`src/rtl/bpu_update_sched_pkg.sv`:
```
// Shared types for the BTB update scheduler: FSM encoding, queued update
// entry layout, and the slot-index width derivation.
package bpu_update_sched_pkg;

   typedef enum logic [1:0] {
      ST_IDLE  = 2'd0,
      ST_DRAIN = 2'd1,
      ST_CLEAR = 2'd2
   } sched_state_e;

   typedef struct packed {
      logic [31:0] pc;
      logic [31:0] target;
      logic        taken;
   } upd_entry_t;

   localparam int ENTRY_W = $bits(upd_entry_t);

   // Index width for a power-of-two slot count; never narrower than one bit.
   function automatic int iw_of(input int n);
      return (n > 1) ? $clog2(n) : 1;
   endfunction

endpackage

```
`src/rtl/bpu_update_sched_if.sv`:
```
// Bundles for the scheduler: the EX-side update bus and the BTB probe/write port.

// EX branch-resolution update bus. master = EX, slave = scheduler.
interface bpu_upd_if;
   logic        upd_valid;
   logic [31:0] upd_pc;
   logic [31:0] upd_target;
   logic        upd_taken;
   logic        upd_ready;
   logic        stall_req;

   modport master (output upd_valid, upd_pc, upd_target, upd_taken,
                   input  upd_ready, stall_req);
   modport slave  (input  upd_valid, upd_pc, upd_target, upd_taken,
                   output upd_ready, stall_req);
endinterface

// BTB tag probe and write port. master = scheduler, slave = BTB.
interface bpu_btb_if #(parameter int IW = 3);
   logic [31:0]   btb_probe_pc;
   logic          btb_probe_hit;
   logic [IW-1:0] btb_probe_idx;
   logic          btb_wr_ready;
   logic          btb_wr_en;
   logic [IW-1:0] btb_wr_idx;
   logic          btb_wr_valid;
   logic [31:0]   btb_wr_pc;
   logic [31:0]   btb_wr_target;

   modport master (output btb_probe_pc, btb_wr_en, btb_wr_idx, btb_wr_valid,
                          btb_wr_pc, btb_wr_target,
                   input  btb_probe_hit, btb_probe_idx, btb_wr_ready);
   modport slave  (input  btb_probe_pc, btb_wr_en, btb_wr_idx, btb_wr_valid,
                          btb_wr_pc, btb_wr_target,
                   output btb_probe_hit, btb_probe_idx, btb_wr_ready);
endinterface

```
`src/rtl/bpu_upd_fifo.sv`:
```
// Circular update queue. A push whose PC matches the most recent push
// overwrites that tail entry instead of taking a new slot.
module bpu_upd_fifo
   import bpu_update_sched_pkg::*;
#(
   parameter int DEPTH = 4
) (
   input  logic                   clk,
   input  logic                   rst,
   input  logic                   flush,
   input  logic                   push,
   input  logic                   pop,
   input  upd_entry_t             push_entry,
   output upd_entry_t             head,
   output logic [$clog2(DEPTH):0] count,
   output logic                   full
);
   localparam int PW = $clog2(DEPTH);
   localparam int CW = PW + 1;

   logic [PW-1:0] head_q, head_d, tail_q, tail_d, last_ptr;
   logic [CW-1:0] count_q, count_d;
   upd_entry_t    mem_q [DEPTH];
   upd_entry_t    mem_d [DEPTH];
   logic          coalesce, push_new;

   // Pointer/count update and coalesce decision. The tail entry is not
   // coalesced into when it is also the head leaving the queue this cycle.
   always_comb begin
      last_ptr = tail_q - PW'(1);
      coalesce = push && (count_q != '0) && (push_entry.pc == mem_q[last_ptr].pc)
                 && !(pop && (count_q == CW'(1)));
      push_new = push && !coalesce;
      mem_d    = mem_q;
      head_d   = head_q;
      tail_d   = tail_q;
      count_d  = count_q;
      if (flush) begin
         head_d  = '0;
         tail_d  = '0;
         count_d = '0;
      end else begin
         if (coalesce) begin
            mem_d[last_ptr] = push_entry;
         end else if (push_new) begin
            mem_d[tail_q] = push_entry;
            tail_d        = tail_q + PW'(1);
         end
         if (pop) begin
            head_d = head_q + PW'(1);
         end
         case ({push_new, pop})
            2'b10:   count_d = count_q + CW'(1);
            2'b01:   count_d = count_q - CW'(1);
            default: count_d = count_q;
         endcase
      end
   end

   // Pointer and occupancy registers.
   always_ff @(posedge clk) begin
      if (rst) begin
         head_q  <= '0;
         tail_q  <= '0;
         count_q <= '0;
      end else begin
         head_q  <= head_d;
         tail_q  <= tail_d;
         count_q <= count_d;
      end
   end

   // Entry storage; contents are meaningless while count is zero.
   always_ff @(posedge clk) begin
      mem_q <= mem_d;
   end

   assign head  = mem_q[head_q];
   assign count = count_q;
   assign full  = (count_q == CW'(DEPTH));

endmodule

```
`src/rtl/bpu_update_sched.sv`:
```
// BTB update scheduler: queues resolved branches, drains them one write per
// cycle into the BTB, and walks the BTB for a full invalidate on request.
//
//   state    | meaning
//   ST_IDLE  | queue empty, no BTB traffic
//   ST_DRAIN | head entry probed and written (or skipped) into the BTB
//   ST_CLEAR | invalidation walk over every BTB slot, queue discarded
module bpu_update_sched
   import bpu_update_sched_pkg::*;
#(
   parameter int DEPTH       = 4,
   parameter int BTB_ENTRIES = 8
) (
   input  logic       clk,
   input  logic       rst,
   bpu_upd_if.slave   upd,
   input  logic       inv_all,
   bpu_btb_if.master  btb,
   output logic       busy
);
   localparam int IW = iw_of(BTB_ENTRIES);
   localparam int CW = $clog2(DEPTH) + 1;

   sched_state_e  state_q, state_d;
   logic [IW-1:0] rr_ptr_q, rr_ptr_d, clr_idx_q, clr_idx_d;
   logic          push, pop, upd_ready, stall_req;
   upd_entry_t    head, push_entry;
   logic [CW-1:0] count;
   logic          full;
   logic          wr_en, wr_valid;
   logic [IW-1:0] wr_idx;
   logic [31:0]   wr_pc, wr_target, probe_pc;

   assign push_entry = '{pc: upd.upd_pc, target: upd.upd_target, taken: upd.upd_taken};

   bpu_upd_fifo #(.DEPTH(DEPTH)) u_fifo (
      .clk        (clk),
      .rst        (rst),
      .flush      (inv_all),
      .push       (push),
      .pop        (pop),
      .push_entry (push_entry),
      .head       (head),
      .count      (count),
      .full       (full)
   );

   // Next-state, queue handshake and BTB write port decode.
   always_comb begin
      state_d   = state_q;
      rr_ptr_d  = rr_ptr_q;
      clr_idx_d = clr_idx_q;
      pop       = 1'b0;
      wr_en     = 1'b0;
      wr_valid  = 1'b0;
      wr_idx    = '0;
      wr_pc     = '0;
      wr_target = '0;
      probe_pc  = '0;
      upd_ready = !full && (state_q != ST_CLEAR);
      push      = upd.upd_valid && upd_ready && !inv_all;
      stall_req = upd.upd_valid && !upd_ready && !inv_all;
      case (state_q)
         ST_IDLE: begin
            if (inv_all) begin
               state_d   = ST_CLEAR;
               clr_idx_d = '0;
            end else if ((count != '0) || push) begin
               state_d = ST_DRAIN;
            end
         end
         ST_DRAIN: begin
            probe_pc = head.pc;
            if (inv_all) begin
               state_d   = ST_CLEAR;
               clr_idx_d = '0;
            end else begin
               if (head.taken || btb.btb_probe_hit) begin
                  wr_en     = btb.btb_wr_ready;
                  wr_valid  = head.taken;
                  wr_pc     = head.pc;
                  wr_target = head.target;
                  wr_idx    = btb.btb_probe_hit ? btb.btb_probe_idx : rr_ptr_q;
                  pop       = btb.btb_wr_ready;
                  if (btb.btb_wr_ready && !btb.btb_probe_hit) begin
                     rr_ptr_d = rr_ptr_q + IW'(1);
                  end
               end else begin
                  pop = 1'b1;
               end
               if (pop && (count == CW'(1)) && !push) begin
                  state_d = ST_IDLE;
               end
            end
         end
         ST_CLEAR: begin
            if (inv_all) begin
               clr_idx_d = '0;
            end else if (btb.btb_wr_ready) begin
               wr_en  = 1'b1;
               wr_idx = clr_idx_q;
               if (clr_idx_q == IW'(BTB_ENTRIES - 1)) begin
                  clr_idx_d = '0;
                  rr_ptr_d  = '0;
                  state_d   = ST_IDLE;
               end else begin
                  clr_idx_d = clr_idx_q + IW'(1);
               end
            end
         end
         default: state_d = ST_IDLE;
      endcase
      // Every write field reads zero while no write is strobed.
      if (!wr_en) begin
         wr_valid  = 1'b0;
         wr_idx    = '0;
         wr_pc     = '0;
         wr_target = '0;
      end
   end

   // State, replacement pointer and clear-walk index.
   always_ff @(posedge clk) begin
      if (rst) begin
         state_q   <= ST_IDLE;
         rr_ptr_q  <= '0;
         clr_idx_q <= '0;
      end else begin
         state_q   <= state_d;
         rr_ptr_q  <= rr_ptr_d;
         clr_idx_q <= clr_idx_d;
      end
   end

   assign upd.upd_ready     = upd_ready;
   assign upd.stall_req     = stall_req;
   assign btb.btb_probe_pc  = probe_pc;
   assign btb.btb_wr_en     = wr_en;
   assign btb.btb_wr_idx    = wr_idx;
   assign btb.btb_wr_valid  = wr_valid;
   assign btb.btb_wr_pc     = wr_pc;
   assign btb.btb_wr_target = wr_target;
   assign busy              = (state_q != ST_IDLE);

endmodule

```
`src/flat_wrapper.sv`:
```
// flat-port wrapper written by rule: the top's interface ports become plain ports
module bpu_update_sched_flat import bpu_update_sched_pkg::*;
#(
   parameter int DEPTH       = 4,
   parameter int BTB_ENTRIES = 8
)
  (clk, rst, inv_all, busy, upd_upd_valid, upd_upd_pc, upd_upd_target, upd_upd_taken, upd_upd_ready, upd_stall_req, btb_btb_probe_pc, btb_btb_wr_en, btb_btb_wr_idx, btb_btb_wr_valid, btb_btb_wr_pc, btb_btb_wr_target, btb_btb_probe_hit, btb_btb_probe_idx, btb_btb_wr_ready);
  bpu_upd_if upd_i ();
  bpu_btb_if #(.IW(3)) btb_i ();
  input  logic clk;
  input  logic rst;
  input  logic inv_all;
  output logic busy;
  input wire logic [$bits(upd_i.upd_valid)-1:0] upd_upd_valid;
  input wire logic [$bits(upd_i.upd_pc)-1:0] upd_upd_pc;
  input wire logic [$bits(upd_i.upd_target)-1:0] upd_upd_target;
  input wire logic [$bits(upd_i.upd_taken)-1:0] upd_upd_taken;
  output wire logic [$bits(upd_i.upd_ready)-1:0] upd_upd_ready;
  output wire logic [$bits(upd_i.stall_req)-1:0] upd_stall_req;
  output wire logic [$bits(btb_i.btb_probe_pc)-1:0] btb_btb_probe_pc;
  output wire logic [$bits(btb_i.btb_wr_en)-1:0] btb_btb_wr_en;
  output wire logic [$bits(btb_i.btb_wr_idx)-1:0] btb_btb_wr_idx;
  output wire logic [$bits(btb_i.btb_wr_valid)-1:0] btb_btb_wr_valid;
  output wire logic [$bits(btb_i.btb_wr_pc)-1:0] btb_btb_wr_pc;
  output wire logic [$bits(btb_i.btb_wr_target)-1:0] btb_btb_wr_target;
  input wire logic [$bits(btb_i.btb_probe_hit)-1:0] btb_btb_probe_hit;
  input wire logic [$bits(btb_i.btb_probe_idx)-1:0] btb_btb_probe_idx;
  input wire logic [$bits(btb_i.btb_wr_ready)-1:0] btb_btb_wr_ready;
  assign upd_i.upd_valid = upd_upd_valid;
  assign upd_i.upd_pc = upd_upd_pc;
  assign upd_i.upd_target = upd_upd_target;
  assign upd_i.upd_taken = upd_upd_taken;
  assign upd_upd_ready = upd_i.upd_ready;
  assign upd_stall_req = upd_i.stall_req;
  assign btb_btb_probe_pc = btb_i.btb_probe_pc;
  assign btb_btb_wr_en = btb_i.btb_wr_en;
  assign btb_btb_wr_idx = btb_i.btb_wr_idx;
  assign btb_btb_wr_valid = btb_i.btb_wr_valid;
  assign btb_btb_wr_pc = btb_i.btb_wr_pc;
  assign btb_btb_wr_target = btb_i.btb_wr_target;
  assign btb_i.btb_probe_hit = btb_btb_probe_hit;
  assign btb_i.btb_probe_idx = btb_btb_probe_idx;
  assign btb_i.btb_wr_ready = btb_btb_wr_ready;
  bpu_update_sched #(.DEPTH(DEPTH), .BTB_ENTRIES(BTB_ENTRIES)) u_core (.clk(clk), .rst(rst), .upd(upd_i), .inv_all(inv_all), .btb(btb_i), .busy(busy));
endmodule
```
`config.mk`:
```
export PLATFORM = sky130hd
export DESIGN_NAME = bpu_update_sched_flat
export DESIGN_NICKNAME = d
export VERILOG_FILES = /design/src/rtl/bpu_update_sched_pkg.sv /design/src/rtl/bpu_update_sched_if.sv /design/src/rtl/bpu_upd_fifo.sv /design/src/rtl/bpu_update_sched.sv /design/src/flat_wrapper.sv
export SDC_FILE = /design/constraint.sdc
export NUM_CORES = 1
export LEC_CHECK = 0
export CAP_MARGIN = 20
export CORE_MARGIN = 10
export CORE_UTILIZATION = 40
export DETAILED_ROUTE_END_ITERATION = 16
export HOLD_SLACK_MARGIN = 0.15
export SLEW_MARGIN = 10
export SYNTH_ARGS = -nofsm -noshare
export SYNTH_HDL_FRONTEND = slang
export SYNTH_SLANG_ARGS = --single-unit
```
`constraint.sdc`:
```
create_clock -name clk -period 9.35 [get_ports clk]
set_input_delay 1.87 -clock clk [delete_from_list [all_inputs] [get_ports clk]]
set_output_delay 1.87 -clock clk [all_outputs]
set_load 0.05 [all_outputs]
```
After elaboration in Yosys (flattened, before gate mapping):

Cells that the tools add are included.

* add/sub/neg operators: 7
* order comparisons: 5
* equal/unequal tests: 19
* multiplexer cells: 65
* bitwise gates (word level): 5
* reductions and logical operators: 38

Operators by type and width (count)
* 260-bit bitwise mux: 2
* 260-bit 2-to-1 mux: 2
* 65-bit 2-to-1 mux: 6
* 32-bit 2-to-1 mux: 9
* 65-bit binary-select mux with 2-bit select: 2
* 65-bit demux with 2-bit select: 2
* 3-bit 2-to-1 mux: 16
* 32-bit == test: 1
* 3-bit case mux with 2 select lines: 4
* 1-bit logical AND: 15
* 2-bit 2-to-1 mux: 7
* 1-bit 2-to-1 mux: 13
* 2-bit nonzero test: 5
* 3-bit by 1-bit adder with 3-bit output, second input constant: 3
* 3-bit greater-or-equal comparator, second input constant: 3
* 2-bit NOT with 3-bit output: 3
* 2-bit by 1-bit inequality test with 1-bit output, second input constant: 4
* 2-bit inequality test, second input constant: 4
* 1-bit logical NOT: 7
* 7-bit AND reduction: 1
* 3-bit == test, second input constant: 2
* 3-bit by 1-bit less-than comparator with 1-bit output, second input constant: 2
* 3-bit by 2-bit inequality test with 1-bit output, second input constant: 2
* 2-bit case mux with 3 select lines: 1
* other kinds (16): 23

* register bits after elaboration: 275
* output and inout bits: 104

Logic depth before layout (Yosys ltp):

Gate-level depths: netlist (run 1).

* depth in word-level cells: 17
* depth in mapped cells: 18
* gate-level depth less buffers: 12

Hierarchy:

A second synthesis (run 1) with hierarchy kept.

* cells, all modules: 1278
* area, all modules: 16399.5 sq um

By module, submodules not included
* bpu_upd_fifo: instances 1, cells an instance 1087, area each 15084.5 sq um, seq. area each 7947.6 sq um
* bpu_update_sched: instances 1, cells an instance 191, area each 1315.0 sq um, seq. area each 160.2 sq um

Least setup slack after synthesis (run 1):

No wires, ideal clock.

* kind: input -> register
* start point: input upd_upd_pc[1]
* end point: register u_core.u_fifo.mem_q[100] (netlist bit) (enable)
* library setup time: 488 ps
* data arrival time: 6425 ps
* path slack: 2437 ps
* stages on the path: 9
* path buffers: 2
* cell sequence: o2bb2ai_1 -> a221o_1 -> a2111oi_0 -> o211ai_1 -> or4_1 -> clkbuf_1 -> mux2i_1 -> buf_2 -> nor2_1

* longest elaborated chain between the ends: 7

Ends and longest elaborated chain
* start: declaration: line flat_wrapper.sv:15 `input wire logic [$bits(upd_i.upd_pc)-1:0] upd_upd_pc;`
* 32-bit == test *: line bpu_upd_fifo.sv:31 `coalesce = push && (count_q != '0) && (push_entry.pc == mem_q[last_ptr].pc)`
* 1-bit logical AND *: line bpu_upd_fifo.sv:31
* 1-bit logical AND *: line bpu_upd_fifo.sv:32 `&& !(pop && (count_q == CW'(1)));`
* 1-bit logical NOT: line bpu_upd_fifo.sv:33 `push_new = push && !coalesce;`
* 1-bit logical AND: line bpu_upd_fifo.sv:33
* 2-bit nonzero test (no line) *
* 2-bit AND reduction (no line) *
* end signal: assignment: line bpu_upd_fifo.sv:75 `mem_q <= mem_d;`
* end: declaration: line bpu_upd_fifo.sv:23 `upd_entry_t mem_q [DEPTH];`

Every way passes the cells marked *; elsewhere a longest branch is shown, timed or not.
A chain may end at the register's enable or synchronous reset.

Worst setup path in the final report (run 1):

* start point: input btb_btb_probe_hit
* end point: output btb_btb_wr_pc[0]

* longest elaborated chain between the ends: 5
* elaborated cells between the ends (all ways): 8
* classes of those cells: 7 x mux; 1 x reduce/logical

Ends and longest elaborated chain
* start: declaration: line flat_wrapper.sv:26 `input wire logic [$bits(btb_i.btb_probe_hit)-1:0] btb_btb_probe_hit;`
* 1-bit logical OR *: line bpu_update_sched.sv:78 `if (head.taken || btb.btb_probe_hit) begin`
* 1-bit 2-to-1 mux or 32-bit 2-to-1 mux (tied branches): line bpu_update_sched.sv:78
* 1-bit 2-to-1 mux or 32-bit 2-to-1 mux (tied branches): line bpu_update_sched.sv:74 `if (inv_all) begin`
* 1-bit case mux with 2 select lines or 32-bit 2-to-1 mux (tied branches): line bpu_update_sched.sv:63 `case (state_q)`
* 32-bit 2-to-1 mux *: line bpu_update_sched.sv:114 `if (!wr_en) begin`
* end: declaration: line flat_wrapper.sv:24 `output wire logic [$bits(btb_i.btb_wr_pc)-1:0] btb_btb_wr_pc;`

Marked as above.

==> results of run 1 <==
## metrics by stage
step                      instances  total power [mW]  setup slack [ps]  area, um2
after global routing           1649              2.96              1610      17400
after global placement         1594              1.75              1930      16400
final                          1650              2.86              1830      17400
after CTS                      1648              2.89              1840      17400
after floorplan                1016              1.61              2440      14200
after detailed placement       1594              1.75              1850      16400
## area by class of cell
type | instances | area (um2)
clock inverters | 19 | 145
flip-flops and latches | 275 | 8120
well taps | 455 | 569
diodes | 2 | 5.00
multi-input cells | 660 | 5810
fillers | 3036 | 17400
clock buffers | 35 | 791
inverters | 9 | 33.8
repair buffers | 195 | 1910
## state kept, by name, summed over array words and instances, names as in the netlist
register and cells:
u_core.u_fifo.head_q 2, u_core.state_q 2, u_core.rr_ptr_q 3, u_core.u_fifo.mem_q 260, u_core.clr_idx_q 3, u_core.u_fifo.count 3, u_core.u_fifo.tail_q 2
## per-layer routing
layer / GRT usage / share of wire / up-vias
met2: 0.295 / 0.49 / 210
met4: 0.0296 / 0.010 / 4
met1: 0.219 / 0.43 / 4420
met3: 0.0383 / 0.068 / 29
li1: - / - / 4068
met5: 0 / 0.00054 / -
## placed cells by master (no fill, tap or decap), drive strengths merged, types with 15 or more instances in the layout
master,netlist,final
and2,34,34
edfxtp,260,260
a21oi,17,17
mux4,82,82
o21ai,15,15
clkdlybuf4s50,0,177
clkinv,0,15
clkbuf,37,35
xor2,25,25
nor2,25,25
mux2i,36,36
nor2b,262,262
and3,65,65
dfxtp,15,15
ha,18,18
buf,35,18
## power by group
group          internal [mW]  switching, mW
sequential              1.36         0.0123
combinational          0.140          0.208
clock                  0.655          0.479
total                   2.16          0.699
## worst max path at each step
stage,start,to,cells past startpoint
3_3_place_gp,btb_btb_probe_hit,btb_btb_wr_pc[0],9
5_1_grt,btb_btb_probe_hit,btb_btb_wr_pc[0],9
2_1_floorplan,upd_upd_pc[1],u_core.u_fifo.mem_q[100]$_DFFE_PP_,9
4_1_cts,btb_btb_probe_hit,btb_btb_wr_pc[0],9
6_report,btb_btb_probe_hit,btb_btb_wr_pc[0],9
3_5_place_dp,btb_btb_probe_hit,btb_btb_wr_pc[0],9
## synth_stat cells, types with 2 or more instances
cell type	instances	area share
a221oi_1	2	0.0012
o21ai_0	14	0.0049
a2111oi_0	2	0.0012
nand3_1	8	0.0028
xnor2_1	7	0.0043
and2_1	33	0.015
inv_1	9	0.0024
and3_1	65	0.029
ha_1	18	0.016
buf_6	3	0.0024
clkbuf_1	37	0.0098
nand2_1	14	0.0037
buf_1	14	0.0037
nor2b_1	262	0.12
mux2_2	3	0.0024
o31ai_1	2	0.0011
buf_4	12	0.0063
nand3b_1	3	0.0016
nor3b_1	2	0.0011
nand4_1	4	0.0018
dfxtp_1	15	0.021
a211oi_1	2	0.0011
mux2i_1	36	0.025
mux4_2	82	0.13
nand2b_1	4	0.0018
buf_2	6	0.0021
xor2_1	25	0.015
nor4_1	2	0.00088
a32oi_1	3	0.0018
nor2_1	25	0.0066
edfxtp_1	260	0.55
o221ai_1	2	0.0012
o22ai_1	3	0.0013
a21oi_1	17	0.0060
## worst min-delay path: cells and delay by family, from the launching register on
family / cells / cell delay [ps]
compound gates: 1 / 50
simple gates: 1 / 60
flops: 1 / 320
## cells by family (layout without fill, tap and decap cells)
group	count (synthesis)	after routing
compound gates	57	57
xor+xnor	32	32
fa+ha+maj	18	18
buf+inv	81	258
flops	275	275
mux	121	121
other cells	0	2
simple gates	432	432
==> key figures, run 1 <==
Clock network
  • Post-CTS setup buffers: 0
  • Clk buf depth: 3
  • CTS clk-pin slew, worst paths: 60 ps
  • H-tree Lvls: 1
  • CTS Buf Count: 30
  • Clock tree root driver cell: clkbuf_16
  • Clock sinks: 275
  • TritonCTS clock tree: done
  • # hold bufs at CTS: 0
  • Later-pin clock latency in the skew report: 560 ps
  • # resized after CTS: 0

Setup path
  • Bufs and invs on worst path: 5
  • CP Data Required Time: 7480 ps
  • RR Startpoint: u_core.u_fifo.tail_q[0]$_SDFFE_PP0P_
  • Largest delay contributor family on the critical path: buffers and inverters
  • Crit end category: primary output
  • Crit-path slowest cell: clkdlybuf4s50_1
  • R2R Path End: u_core.u_fifo.mem_q[13]$_DFFE_PP_
  • R2r setup slk: 3390 ps
  • Startpoint class of the critical path: input pin
  • CP Max Fanout: 34
  • Cell Chain, Critical Path: clkdlybuf4s50_1, or2_1, buf_4, and2_1, buf_4, o21ai_0, inv_1, and3_1, clkdlybuf4s50_1
  • Critical Path AT: 5650 ps
  • Slowest cell delay on critical path: 900 ps
  • Register-to-Register Path Depth: 11
  • Critical path type: in -> out

Timing
  • Post-layout min period: 7520 ps
  • Slew Limit Fails: 0
  • Slew margin rel.: 0.266
  • Fin Clk Skew: 7.73 ps
  • Hold Slack: 482 ps
  • Period Utilization, post-route: 0.804
  • Max Fclk: 0.133 GHz
  • RSZ-0062 raised after global routing: no
  • Final setup viols: 0
  • Slew @ Worst Pin: 1100 ps
  • Setup TNS: 0 ps
  • Final hold vios: 0

Finish
  • Syn-to-layout area delta: 22.2%
  • Share of layout cells above drive strength 1: 0.133
  • Nets: 1263
  • Final Util: 0.499

Detailed routing
  • Post-DRT Antenna Nets: 0
  • Number of remaining DRC errors: 0
  • Routed vias/inst: 5.29
  • Avg WL per Cell: 23.4 um
  • Iter 0 DRT Violations: 455
  • Routed WL: 38600 um
  • Via count: 8731
  • DR pass1 iterations: 6

Synthesis
  • Largest family of logic cells by synthesized area: simple AND/OR/NAND/NOR gates
  • Mapped Nets: 1108
  • Netlist Area Pre-Place: 14200 um2
  • Mux cell area share after synthesis: 0.158
  • Post-synth cell types: 54
  • #FFs+latches synth: 275
  • Synth Area per Inst: 14.0 um2
  • Compound-Gate Fraction of Synth Area: 0.0256
  • Ys flop type: edfxtp_1
  • Adder-cell share of the synthesized area: 0.0158
  • Number of enable flip-flop cells after synthesis: 260
  • Cell count after synthesis: 1016
  • Synth Warn #: 0
  • XOR/XNOR Fraction of Synth Area: 0.0197
  • Post-synth ARST share: 0
  • Post-Synth Simple-Gate Area: 0.184
  • Post-synthesis sequential area ratio: 0.570

Floorplan
  • Starting Density: 0.408
  • Die area: 43500 um2
  • Num ports: 178
  • Row count: 68
  • Die Y: 208 um
  • Die X: 208 um
  • Core area: 34800 um2

Placed design
  • IO Port Bufs: 177
  • Dpl hpwl: 23400 um
  • GP Congestion: 0.787

Global route
  • Vias in the first global route: 9405
  • Initial antenna violation count: 4
  • GR Util All Layers: 0.172
  • Largest net degree at the start of global routing: 66
  • Total congestion overflow: 0
  • First-pass GRT wire length: 58300 um

Power
  • Peak VDD IR: 0.145 mV
  • Leakage Power: 5.46 nW
  • PwrDens: 164 nW/um2

Status
  • Status: finished clean

Run
  • Number of max-cap violations: 0

Worst hold path
  • Hold Crit Class: reg -> reg
  • Worst-case hold path end point: u_core.rr_ptr_q[1]$_SDFFE_PP0P_
  • Hold Crit Start: u_core.rr_ptr_q[1]$_SDFFE_PP0P_
  • Hold path cells: 2
No activity file was read; power rests on OpenSTA's default activity.
==> inputs of run 2 (changes only) <==
clock period = 6.46 ns   (was 9.35 ns; I/O delays follow)
==> key figures, run 2 (synthesis gave the netlist of run 1 again) <==
Status
  • Status: finished clean

Setup path
  • Critical path type: reg -> out
  • Critical Path AT: 4160 ps (-1490 ps)
  • Largest delay contributor family on the critical path: buffers and inverters
  • Startpoint class of the critical path: flip-flop
  • Crit-path slowest cell: dfxtp_4
  • CP Max Fanout: 35 (+2.9%)
  • Cell Chain, Critical Path: mux4_2, or2_1, and2_1, buf_4, o21ai_0, inv_1, and3_1, buf_12
  • R2r setup slk: 1390 ps (-2000 ps)
  • Crit end category: primary output
  • CP Data Required Time: 5170 ps (-2310 ps)
  • R2R Path End: u_core.u_fifo.mem_q[103]$_DFFE_PP_
  • Bufs and invs on worst path: 3 (-2)
  • Slowest cell delay on critical path: 760 ps (-140 ps)
  • RR Startpoint: u_core.u_fifo.tail_q[1]$_SDFFE_PP0P_
  • Register-to-Register Path Depth: 10 (-1)

Floorplan
  • Starting Density: 0.408 (unchanged)
  • Die Y: 208 um (unchanged)
  • Num ports: 178 (unchanged)
  • Die X: 208 um (unchanged)
  • Die area: 43500 um2 (unchanged)
  • Row count: 68 (unchanged)
  • Core area: 34800 um2 (unchanged)

Worst hold path
  • Hold Crit Class: reg -> reg
  • Hold Crit Start: u_core.rr_ptr_q[1]$_SDFFE_PP0P_
  • Hold path cells: 2 (unchanged)
  • Worst-case hold path end point: u_core.rr_ptr_q[1]$_SDFFE_PP0P_

Timing
  • Hold Slack: 482 ps (-0.485 ps)
  • Slew Limit Fails: 0 (unchanged)
  • Fin Clk Skew: 10.2 ps (+2.44 ps)
  • Final hold vios: 0 (unchanged)
  • RSZ-0062 raised after global routing: no
  • Max Fclk: 0.183 GHz
  • Post-layout min period: 5450 ps
  • Period Utilization, post-route: 0.844
  • Fin worst setup slack: 1010 ps (-823 ps)
  • Slew @ Worst Pin: 968 ps (-131 ps)
  • Slew margin rel.: 0.354 (+0.0881)
  • Final setup viols: 0 (unchanged)

Finish
  • Most common cell after layout, fill and taps aside: nor2b_1
  • Most frequent cells in the layout: 262 x nor2b_1, 260 x edfxtp_1, 109 x clkdlybuf4s50_1
  • Final Util: 0.510 (+0.0105)
  • Final Cell Area: 17700 um2 (+2.1%)
  • Biggest register: u_core.u_fifo.mem_q
  • Nets: 1271 (+0.63%)
  • Share of layout cells above drive strength 1: 0.193 (+0.0597)
  • Max FFs per register: 260 (unchanged)
  • Post-Layout Cell Count: 1658 (+0.48%)
  • Syn-to-layout area delta: 24.8%

Global route
  • Largest net degree at the start of global routing: 66 (unchanged)
  • Vias in the first global route: 9362 (-0.46%)
  • GR Util All Layers: 0.172 (about the same)
  • Total congestion overflow: 0 (unchanged)
  • Initial antenna violation count: 3 (-1)
  • First-pass GRT wire length: 58600 um (+0.52%)

Placed design
  • Pre-CTS WS: 1130 ps (-726 ps)
  • IO Port Bufs: 177 (unchanged)
  • GP Congestion: 0.798 (+1.3%)
  • Placed Area: 16800 um2 (+2.2%)
  • Dpl hpwl: 24200 um (+3.3%)
  • Dpl cells: 1602 (+0.50%)

Run
  • Number of max-cap violations: 0 (unchanged)

Detailed routing
  • Avg WL per Cell: 23.1 um (-0.98%)
  • Post-DRT Antenna Nets: 0 (unchanged)
  • Number of remaining DRC errors: 0 (unchanged)
  • Via count: 8921 (+2.2%)
  • Routed WL: 38400 um (-0.50%)
  • Iter 0 DRT Violations: 642 (+41%)
  • DR pass1 iterations: 4 (-2)
  • Routed vias/inst: 5.38 (+1.7%)

Clock network
  • # hold bufs at CTS: 0 (unchanged)
  • Clock sinks: 275 (unchanged)
  • CTS Buf Count: 30 (unchanged)
  • Post-CTS setup buffers: 0 (unchanged)
  • CTS clk-pin slew, worst paths: 60 ps (about the same)
  • Later-pin clock latency in the skew report: 560 ps (about the same)
  • TritonCTS clock tree: done
  • Clock tree root driver cell: clkbuf_16
  • H-tree Lvls: 1 (unchanged)
  • Clk buf depth: 3 (unchanged)
  • # resized after CTS: 0 (unchanged)

Power
  • Internal: 3.13 mW (+45%)
  • Sequential share of power: 0.480 (-0.002)
  • Comb pwr share: 0.122 (about the same)
  • Clock power share: 0.398 (about the same)
  • Leakage Power: 5.74 nW (+5.1%)
  • P_sw: 1.01 mW (+45%)
  • PwrDens: 234 nW/um2 (+42%)
  • Sw frac: 0.244 (-0.000894)
  • Peak VDD IR: 0.199 mV (+38%)
## run 2: cell count changes in the layout (fill, tap and decap cells not counted), sizes merged
| cell | change |
|---|---|
| buf | +76 |
| clkbuf | +4 |
| clkdlybuf4s50 | -68 |
| clkinv | -3 |
| clkinvlp | -1 |
| diode | -1 |
| inv | +1 |
## run 2: how the worst max path moves through the flow
stage | from | end | slack [ps] | cells past startpoint
floorplan | u_core.u_fifo.tail_q[0]$_SDFFE_PP0P_ | u_core.u_fifo.mem_q[100]$_DFFE_PP_ | -300 | 16
global placement | btb_btb_probe_hit | u_core.u_fifo.mem_q[76]$_DFFE_PP_ | 1180 | 10
detailed placement | btb_btb_probe_hit | u_core.u_fifo.mem_q[106]$_DFFE_PP_ | 1130 | 10
CTS | u_core.u_fifo.head_q[0]$_SDFFE_PP0P_ | btb_btb_wr_pc[6] | 950 | 8
global route | u_core.u_fifo.head_q[0]$_SDFFE_PP0P_ | btb_btb_wr_pc[2] | 770 | 8
finish | u_core.u_fifo.head_q[0]$_SDFFE_PP0P_ | btb_btb_wr_pc[8] | 1010 | 8
## run 2: per-stage QoR
stage	TNS (ps)	power (mW)
after global placement	0	2.54
after global routing	0	4.31
after detailed placement	0	2.54
after floorplan	-54780	2.33
after CTS	0	4.19
final	0	4.15
## run 2: metal layers
metal,GRT usage,wire length (um),up-vias
met2,0.287,19200,235
li1,-,-,4097
met3,0.0388,2320,41
met1,0.224,16400,4544
met5,0,26,-
met4,0.0341,431,4
## run 2: final cells by class
class                           instances  area, um2
Fill cell                            2953      17100
Antenna cell                            1       2.50
Inverter                                9       33.8
Sequential cell                       275       8120
Clock inverter                         16        134
Tap cell                              455        569
Multi-Input combinational cell        660       5810
Clock buffer                           39        806
Timing Repair Buffer                  203       2270
## run 2: power groups by stage
stage	Clock [mW]	Combinational (mW)	Sequential [mW]
CTS	1.69	0.514	1.99
global placement	0	0.510	2.03
detailed placement	0	0.512	2.03
floorplan	0	0.308	2.03
finish	1.65	0.506	1.99
global route	1.77	0.546	1.99
## run 2: worst min-delay path, stage by stage, from the launching register on
cell     delay [ps]
dfxtp_1         330
nand2_1          60
a21oi_1          50
==> inputs of run 3 (changes only) <==
clock period = 5.1 ns   (was 6.46 ns; I/O delays follow)
==> key figures, run 3 (synthesis gave the netlist of run 1 again) <==
Timing
  • Setup TNS: 0 ps (unchanged)
  • Max Fclk: 0.211 GHz
  • Slew Limit Fails: 0 (unchanged)
  • Fin worst setup slack: 352 ps (-655 ps)
  • Final hold vios: 0 (unchanged)
  • Period Utilization, post-route: 0.931
  • Final setup viols: 0 (unchanged)
  • Fin Clk Skew: 10.3 ps (+0.165 ps)
  • Post-layout min period: 4750 ps
  • Slew @ Worst Pin: 1030 ps (+65.5 ps)
  • RSZ-0062 raised after global routing: no
  • Slew margin rel.: 0.310 (-0.0437)

Power
  • Leakage Power: 5.94 nW (+3.6%)
  • Peak VDD IR: 0.279 mV (+40%)
  • PwrDens: 285 nW/um2 (+22%)

Placed design
  • Pre-CTS WS: 397 ps (-729 ps)
  • Dpl hpwl: 25000 um (+3.4%)
  • GP Congestion: 0.795 (-0.39%)
  • IO Port Bufs: 177 (unchanged)

Detailed routing
  • Routed WL: 38700 um (+0.90%)
  • Post-Route M1 WL: 16600 um (+1.2%)
  • DR pass1 iterations: 5 (+1)
  • Via count: 8909 (-0.13%)
  • Iter 0 DRT Violations: 666 (+3.7%)
  • Met3 Wirelength: 2350 um (+1.3%)
  • Number of remaining DRC errors: 0 (unchanged)
  • Met2 wire length: 19300 um (+0.81%)
  • Routed vias/inst: 5.34 (-0.73%)
  • Post-DRT Antenna Nets: 0 (unchanged)
  • Top sig layer: met5
  • Avg WL per Cell: 23.2 um (+0.29%)

Run
  • Number of max-cap violations: 0 (unchanged)

Setup path
  • Slowest cell delay on critical path: 610 ps (-150 ps)
  • Critical path type: in -> out
  • Crit-path slowest cell: inv_1
  • Bufs and invs on worst path: 3 (unchanged)
  • CP Max Fanout: 33 (-5.7%)
  • CP Data Required Time: 4080 ps (-1090 ps)
  • Cell Chain, Critical Path: clkdlybuf4s50_1, or2_1, and2_1, o21ai_0, inv_1, and3_1, buf_12
  • Startpoint class of the critical path: input pin
  • Largest delay contributor family on the critical path: buffers and inverters
  • Crit end category: primary output
  • Critical Path AT: 3730 ps (-430 ps)

Finish
  • Syn-to-layout area delta: 29.4%
  • Biggest register: u_core.u_fifo.mem_q
  • Nets: 1282 (+0.87%)
  • Share of layout cells above drive strength 1: 0.205 (+0.0124)
  • Most frequent cells in the layout: 262 x nor2b_1, 260 x edfxtp_1, 108 x clkdlybuf4s50_1
  • Max FFs per register: 260 (unchanged)
  • Most common cell after layout, fill and taps aside: nor2b_1

Floorplan
  • Starting Density: 0.408 (unchanged)
  • Die X: 208 um (unchanged)
  • Num ports: 178 (unchanged)
  • Die area: 43500 um2 (unchanged)
  • Die Y: 208 um (unchanged)
  • Row count: 68 (unchanged)
  • Core area: 34800 um2 (unchanged)

Clock network
  • TritonCTS clock tree: done
  • # resized after CTS: 0 (unchanged)
  • Clock sinks: 275 (unchanged)
  • H-tree Lvls: 1 (unchanged)
  • Clock tree root driver cell: clkbuf_16
  • Post-CTS setup buffers: 0 (unchanged)
  • # hold bufs at CTS: 0 (unchanged)
  • CTS clk-pin slew, worst paths: 60 ps (about the same)
  • CTS Buf Count: 29 (-3.3%)
  • Clk buf depth: 3 (unchanged)
  • Later-pin clock latency in the skew report: 560 ps (about the same)

Global route
  • Initial antenna violation count: 5 (+2)
  • Vias in the first global route: 9325 (-0.40%)
  • GR Util All Layers: 0.172 (+0.000671)
  • Largest net degree at the start of global routing: 52 (-21%)
  • First-pass GRT wire length: 58600 um (about the same)
  • Total congestion overflow: 0 (unchanged)

Status
  • Status: finished clean

Worst hold path
  • Hold Crit Class: reg -> reg
run 3: changes by cell type in the layout (fill, tap and decap cells not counted), sizes merged:
cell,delta
bufinv,+1
clkinv,+5
clkbuf,-8
buf,+13
clkdlybuf4s50,-1
run 3: per-stage QoR:
stage / std cells / hold slack [ps] / utilization / area (um2) / total power [mW]
after floorplan: 1016 / 446 / - / 14200 / 2.96
after global placement: 1614 / 466 / 0.502 / 17500 / 3.23
after detailed placement: 1614 / 479 / 0.502 / 17500 / 3.24
after CTS: 1667 / 487 / 0.528 / 18400 / 5.29
after global routing: 1667 / 515 / 0.528 / 18400 / 5.42
final: 1668 / 480 / 0.529 / 18400 / 5.24
run 3: routing by layer:
| layer | vias up | global-route usage |
|---|---|---|
| met5 | - | 0 |
| met1 | 4509 | 0.223 |
| li1 | 4121 | - |
| met2 | 230 | 0.293 |
| met3 | 41 | 0.0392 |
| met4 | 8 | 0.0274 |
run 3: final cells by class:
class	count	area, um2
clock buffer	31	733
inverter	9	33.8
timing repair buffer	215	2950
fill	2893	16400
tap	455	569
clock inverter	22	183
antenna	1	2.50
sequential	275	8120
multi-input combinational	660	5810
run 3: final timing paths:
path                                                            from                                 end  slack (ps)  depth (start not counted)
worst max register to register  u_core.u_fifo.tail_q[1]$_SDFFE_PP0P_  u_core.u_fifo.mem_q[116]$_DFFE_PP_         900                         12
worst max-delay path                               btb_btb_probe_hit                    btb_btb_wr_pc[0]         350                          7
worst min register to register       u_core.rr_ptr_q[1]$_SDFFE_PP0P_     u_core.rr_ptr_q[1]$_SDFFE_PP0P_         480                          2
worst min-delay path                 u_core.rr_ptr_q[1]$_SDFFE_PP0P_     u_core.rr_ptr_q[1]$_SDFFE_PP0P_         480                          2
run 3: worst register-to-register path, delay by kind of cell, from the launching register on:
kind | cells | cell delay, ps
AND/OR/NAND/NOR | 3 | 1350
XOR/XNOR | 1 | 200
buffers and inverters | 4 | 780
adder cells (fa/ha/maj) | 1 | 330
AO/OA/AOI/OAI | 1 | 130
multiplexers | 2 | 670
flip-flops | 1 | 420
run 3: power breakdown:
| group | switching (mW) | internal, mW | total (mW) | leakage [nW] |
|---|---|---|---|---|
| Sequential | 0.0188 | 2.50 | 2.52 | 2.32 |
| Combinational | 0.388 | 0.278 | 0.666 | 3.17 |
| Clock | 0.867 | 1.18 | 2.05 | 0.457 |
